**config.mk**
```make
export PLATFORM = sky130hd
export DESIGN_NAME = rf_cmd_master
export DESIGN_NICKNAME = d
export VERILOG_FILES = /design/src/rtl/rf_cmd_master.sv
export SDC_FILE = /design/constraint.sdc
export NUM_CORES = 1
export LEC_CHECK = 0
export CORE_ASPECT_RATIO = 0.5
export CORE_MARGIN = 8
export CORE_UTILIZATION = 50
export DETAILED_ROUTE_END_ITERATION = 6
export PLACE_DENSITY = 0.84
export REMOVE_ABC_BUFFERS = 1
export SLEW_MARGIN = 20
export SYNTH_ARGS = -nofsm -noshare
export SYNTH_HDL_FRONTEND = slang
export SYNTH_SLANG_ARGS = --single-unit
```
**constraint.sdc**
```tcl
create_clock -name CLK -period 5 [get_ports CLK]
set_clock_uncertainty 0.2 [all_clocks]
set_input_delay 0.5 -clock CLK [delete_from_list [all_inputs] [get_ports CLK]]
set_output_delay 0.5 -clock CLK [all_outputs]
set_load 0.02 [all_outputs]
```
**src/rtl/rf_cmd_master.sv**
```systemverilog
// Byte-command master: 0xAA <addr> <data> writes a register, 0xBB <addr> reads one and
// returns the byte on the transmitter. Define RF_WR_ACK_EN to also send 0xA5 after each write.
module rf_cmd_master #(
    parameter int WIDTH = 8,
    parameter int ADDR  = 4,
    parameter int TMO   = 8
) (
    input  logic             CLK,
    input  logic             RST,
    input  logic [WIDTH-1:0] RX_P_DATA,
    input  logic             RX_D_VLD,
    output logic             WrEn,
    output logic             RdEn,
    output logic [ADDR-1:0]  Address,
    output logic [WIDTH-1:0] WrData,
    input  logic [WIDTH-1:0] RdData,
    input  logic             RdData_VLD,
    output logic [WIDTH-1:0] TX_P_DATA,
    output logic             TX_D_VLD,
    input  logic             TX_BUSY,
    output logic             ERR_CMD
);

    typedef enum logic [2:0] {
        IDLE    = 3'd0,
        WR_ADDR = 3'd1,
        WR_DATA = 3'd2,
        RD_ADDR = 3'd3,
        RD_WAIT = 3'd4,
        TX_SEND = 3'd5
    } state_t;

    localparam int CW = (TMO > 1) ? $clog2(TMO) : 1;
    localparam logic [WIDTH-1:0] CMD_WR = WIDTH'(8'hAA);
    localparam logic [WIDTH-1:0] CMD_RD = WIDTH'(8'hBB);

    state_t           state_q, state_d;
    logic [CW-1:0]    cnt_q, cnt_d;
    logic [WIDTH-1:0] buf_q, buf_d;
    logic             wr_en_q, wr_en_d;
    logic             rd_en_q, rd_en_d;
    logic             tx_vld_q, tx_vld_d;
    logic             err_q, err_d;
    logic [ADDR-1:0]  addr_q, addr_d;
    logic [WIDTH-1:0] wr_data_q, wr_data_d;
    logic [WIDTH-1:0] tx_data_q, tx_data_d;
    logic             timeout_s;

    // Last counted cycle of the read wait: count values 0..TMO-1 cover TMO cycles.
    assign timeout_s = (cnt_q == CW'(TMO - 1));

    // State register and read-wait counter.
    always_ff @(posedge CLK or negedge RST) begin
        if (!RST) begin
            state_q <= IDLE;
            cnt_q   <= '0;
        end else begin
            state_q <= state_d;
            cnt_q   <= cnt_d;
        end
    end

    // Next-state decode.
    always_comb begin
        state_d = state_q;
        case (state_q)
            IDLE: begin
                if (RX_D_VLD && (RX_P_DATA == CMD_WR))      state_d = WR_ADDR;
                else if (RX_D_VLD && (RX_P_DATA == CMD_RD)) state_d = RD_ADDR;
                else                                        state_d = IDLE;
            end
            WR_ADDR: begin
                if (RX_D_VLD) state_d = WR_DATA;
                else          state_d = WR_ADDR;
            end
            WR_DATA: begin
                if (RX_D_VLD) begin
`ifdef RF_WR_ACK_EN
                    state_d = TX_SEND;
`else
                    state_d = IDLE;
`endif
                end else begin
                    state_d = WR_DATA;
                end
            end
            RD_ADDR: begin
                if (RX_D_VLD) state_d = RD_WAIT;
                else          state_d = RD_ADDR;
            end
            RD_WAIT: begin
                if (RdData_VLD)     state_d = TX_SEND;
                else if (timeout_s) state_d = IDLE;
                else                state_d = RD_WAIT;
            end
            TX_SEND: begin
                if (!TX_BUSY) state_d = IDLE;
                else          state_d = TX_SEND;
            end
            default: state_d = IDLE;
        endcase
    end

    // Strobe and datapath next values; strobes are single-cycle because they default low.
    always_comb begin
        wr_en_d   = 1'b0;
        rd_en_d   = 1'b0;
        tx_vld_d  = 1'b0;
        err_d     = 1'b0;
        addr_d    = addr_q;
        wr_data_d = wr_data_q;
        tx_data_d = tx_data_q;
        buf_d     = buf_q;
        cnt_d     = cnt_q;
        case (state_q)
            IDLE: begin
                if (RX_D_VLD && (RX_P_DATA != CMD_WR) && (RX_P_DATA != CMD_RD)) err_d = 1'b1;
                else                                                            err_d = 1'b0;
            end
            WR_ADDR: begin
                if (RX_D_VLD) addr_d = RX_P_DATA[ADDR-1:0];
                else          addr_d = addr_q;
            end
            WR_DATA: begin
                if (RX_D_VLD) begin
                    wr_data_d = RX_P_DATA;
                    wr_en_d   = 1'b1;
`ifdef RF_WR_ACK_EN
                    buf_d     = WIDTH'(8'hA5);
`else
                    buf_d     = buf_q;
`endif
                end else begin
                    wr_en_d   = 1'b0;
                end
            end
            RD_ADDR: begin
                if (RX_D_VLD) begin
                    addr_d  = RX_P_DATA[ADDR-1:0];
                    rd_en_d = 1'b1;
                    cnt_d   = '0;
                end else begin
                    rd_en_d = 1'b0;
                end
            end
            RD_WAIT: begin
                if (RdData_VLD) begin
                    buf_d = RdData;
                    cnt_d = '0;
                end else if (timeout_s) begin
                    err_d = 1'b1;
                    cnt_d = '0;
                end else begin
                    cnt_d = cnt_q + CW'(1);
                end
            end
            TX_SEND: begin
                if (!TX_BUSY) begin
                    tx_data_d = buf_q;
                    tx_vld_d  = 1'b1;
                end else begin
                    tx_vld_d  = 1'b0;
                end
            end
            default: err_d = 1'b0;
        endcase
    end

    // Registered outputs and holding registers.
    always_ff @(posedge CLK or negedge RST) begin
        if (!RST) begin
            wr_en_q   <= 1'b0;
            rd_en_q   <= 1'b0;
            tx_vld_q  <= 1'b0;
            err_q     <= 1'b0;
            addr_q    <= '0;
            wr_data_q <= '0;
            tx_data_q <= '0;
            buf_q     <= '0;
        end else begin
            wr_en_q   <= wr_en_d;
            rd_en_q   <= rd_en_d;
            tx_vld_q  <= tx_vld_d;
            err_q     <= err_d;
            addr_q    <= addr_d;
            wr_data_q <= wr_data_d;
            tx_data_q <= tx_data_d;
            buf_q     <= buf_d;
        end
    end

    assign WrEn      = wr_en_q;
    assign RdEn      = rd_en_q;
    assign Address   = addr_q;
    assign WrData    = wr_data_q;
    assign TX_P_DATA = tx_data_q;
    assign TX_D_VLD  = tx_vld_q;
    assign ERR_CMD   = err_q;

endmodule

```
==> summary.md <==
| Metric | Value |
|---|---|
| Unrepaired setup endpoints after global routing | `false` |
| Ports | `45` |
| Final hold vios | `0` |
| Post-Syn Area | `between 0.0015 and 0.002 mm2` |
| Lkg Pwr | `between 0.9 and 1 nW` |
| 1st-pass router iterations | `4` |
| Actual slew at the worst max-slew pin | `0.796 ns` |
| Most frequent cells in the layout | `clkdlybuf4s50_1, dfrtp_1, mux2_2` |
| WP data required | `4.97 ns` |
| Vias in the first global route | `1058` |
| CTS resizes | `0` |
| H-tree levels | `2` |
| Crit path time final | `2.16 ns` |
| Post-route setup TNS | `0 ns` |
| Mapped Cells | `106` |
| Max_slew headroom | `46.9%` |
| Reg-to-reg startpoint | `state_q[0]` |
| Remaining Overflow, GRT | `0` |
| Ant diodes | `0` |
| Nets@finish | `176` |
| ANT nets after route | `0` |
| Pwr Density | `505 mW/mm2` |
| Crit path from | `RX_D_VLD` |
| Routed WL per cell | `approximately 16 um` |
| CP Launch Type | `input port` |
| Number of fillers in the final layout | `226` |
| CTS tree | `built` |
| Worst R2R Path Depth | `3` |
| Hold WS | `0.100 ns` |
| Commonest non-fill, non-tap cell in the layout | `clkdlybuf4s50_1` |
| Slew Limit Fails | `0` |
| DIE AREA | `between 0.005 and 0.006 mm2` |
| Syn. warnings | `0` |
| Postcts setup bufs | `0` |
| CTS sink count | `38` |
| Pin count of the biggest net entering global routing | `39` |
| Fraction of layout cells with a size suffix above 1 | `19.6%` |
| RePlAce Congestion | `0.768` |
| CP endpoint kind | `flip-flop` |
| Post-synth EDFFs | `0` |
| Worst vdd ir | `276 uV` |
| Die outline height | `55.7 um` |
| Clk pin slew, worst setup/hold paths | `0.07 ns` |
| Capturing point of the worst reg2reg path | `buf_q[3]` |
| Sequential area share after synthesis | `between 60% and 70%` |
| First-pass GRT wire length | `5140 um` |
| Clk buf depth | `2` |
| I/O Buffers | `44` |
| Core ar. | `0.00300 mm2` |
| Post-CTS Hold Fix Bufs | `0` |
| Status | `complete, no violations` |
| Crit path to | `WrData[0]` |
| Row Count | `14` |
| Width of the die | `95.3 um` |
| # setup viols final | `0` |
| Max-cap violations | `0` |
| Synth Register Bits | `38` |
| Via/cell ratio | `5.15` |
| Clk root buf | `clkbuf_8` |
| Worst path max stage delay | `0.54 ns` |
| Area delta synth->final | `33.6%` |
| DR DRC count | `0` |
| Area after DPL | `0.00202 mm2` |
| Synth unique cells | `30` |
| Data arrival, critical path | `approximately 2.1 ns` |
| Synth Flop Type | `dfrtp_1` |
| TritonCTS buffer count | `5` |
| Worst skew pair latency | `~0.28 ns` |
| Gr usage total | `12.6%` |
| Class of the most critical setup path | `input port to flip-flop` |
| Critical path, cell by cell | `clkdlybuf4s50_1, nor2b_2, and3_1, mux2_2` |
| Initial drt markers | `29` |
| Period utilisation layout | `43.2%` |
| Number of antenna violations at the first check in global routing | `0` |
| Slowest CP cell | `clkdlybuf4s50_1` |
| HPWL Detailed | `2330 um` |
| Final Instance Area | `0.00210 mm2` |
| Synth Area per Inst | `between 10 and 15 um2` |
| WL final | `3010 um` |
| Vias post-DR | `994` |
| Worst hold path class | `input port to asynchronous set/reset pin` |
| Async set or reset register ratio after synthesis | `100%` |
| FF-to-FF setup slack | `3.09 ns` |
| Fmax | `463 MHz` |
| Critical Path Fanout Max | `9` |
| Initial Util | `52.5%` |
[worst min-delay path by stage]
stage / depth (start not counted) / to / startpoint / slack [ns]
6_report: 1 / Address[1] / RST / 0.1
5_1_grt: 1 / Address[3] / RST / 0.19
4_1_cts: 1 / WrData[5] / RST / 0.14
3_5_place_dp: 1 / buf_q[6] / buf_q[6] / 0.27
3_3_place_gp: 1 / buf_q[5] / buf_q[5] / 0.26
2_1_floorplan: 0 / Address[0] / RST / 0.004
[area by class of cell]
| class | instances | area (um2) | area share [%] |
|---|---|---|---|
| multi-input combinational | 62 | 581 | 27.6 |
| sequential | 38 | 951 | 45.3 |
| tap | 40 | 50.0 | 2.38 |
| inverter | 2 | 7.51 | 0.357 |
| clock buffer | 7 | 76.3 | 3.63 |
| timing repair buffer | 44 | 435 | 20.7 |
[routing by layer]
layer	share of wire (%)	routed length, um	track usage [%]
met1	41	1230	14.0
met2	51	1550	20.6
met3	6.2	188	4.98
met4	1.4	43	5.95
met5	0	0	0
[report_power, final]
group	switching [mW]	total, mW	internal [mW]
logic	0.176	0.393	0.217
registers	0.0617	0.479	0.418
clock network	0.0932	0.189	0.0958
[critical path, delay by kind of cell]
| kind | cells | cell delay [ns] |
|---|---|---|
| buf+inv | 1 | 0.54 |
| simple gates | 2 | 0.70 |
| mux | 1 | 0.38 |
[synth_stat cells, types with 2 or more instances]
cell type | n | area share (%)
mux2_2 | 18 | 13
nor2_1 | 4 | 0.95
nand2_1 | 2 | 0.48
a22o_1 | 3 | 1.7
nor2b_1 | 3 | 1.2
ha_1 | 2 | 1.6
dfrtp_1 | 38 | 60
and3_1 | 2 | 0.80
and2_1 | 2 | 0.80
mux2_1 | 10 | 7.2
buf_4 | 3 | 1.4
[kinds of logic (layout without fill, tap and decap cells)]
| family | after synthesis | in the layout | share of synthesized area [%] |
|---|---|---|---|
| xor gates and xnor gates | 1 | 1 | 0.557 |
| DFF | 38 | 38 | 60.5 |
| and+or+nand+nor | 20 | 20 | 8.83 |
| AOI/OAI and AO/OA | 10 | 10 | 5.25 |
| adders and majority gates | 2 | 2 | 1.59 |
| muxes | 29 | 29 | 20.7 |
| buffers and inverters | 6 | 53 | 2.62 |
[registers in the layout, summed over array words and instances, names as in the netlist]
signal / cells
buf_q: 8
WrData: 8
TX_P_DATA: 8
Address: 4
WrEn: 1
ERR_CMD: 1
state_q: 3
RdEn: 1
TX_D_VLD: 1
cnt_q: 3
[metrics by stage]
stage	total power, mW	cells	worst slack, ns	util (%)
floorplan	0.692	102	3.28	-
global placement	0.870	186	2.60	67.6
detailed placement	0.886	186	2.53	67.6
CTS	1.08	193	2.83	70.1
finish	1.06	193	2.84	70.1
global route	1.13	193	2.75	70.1
Note: power is estimated with default switching activity, not from simulation.
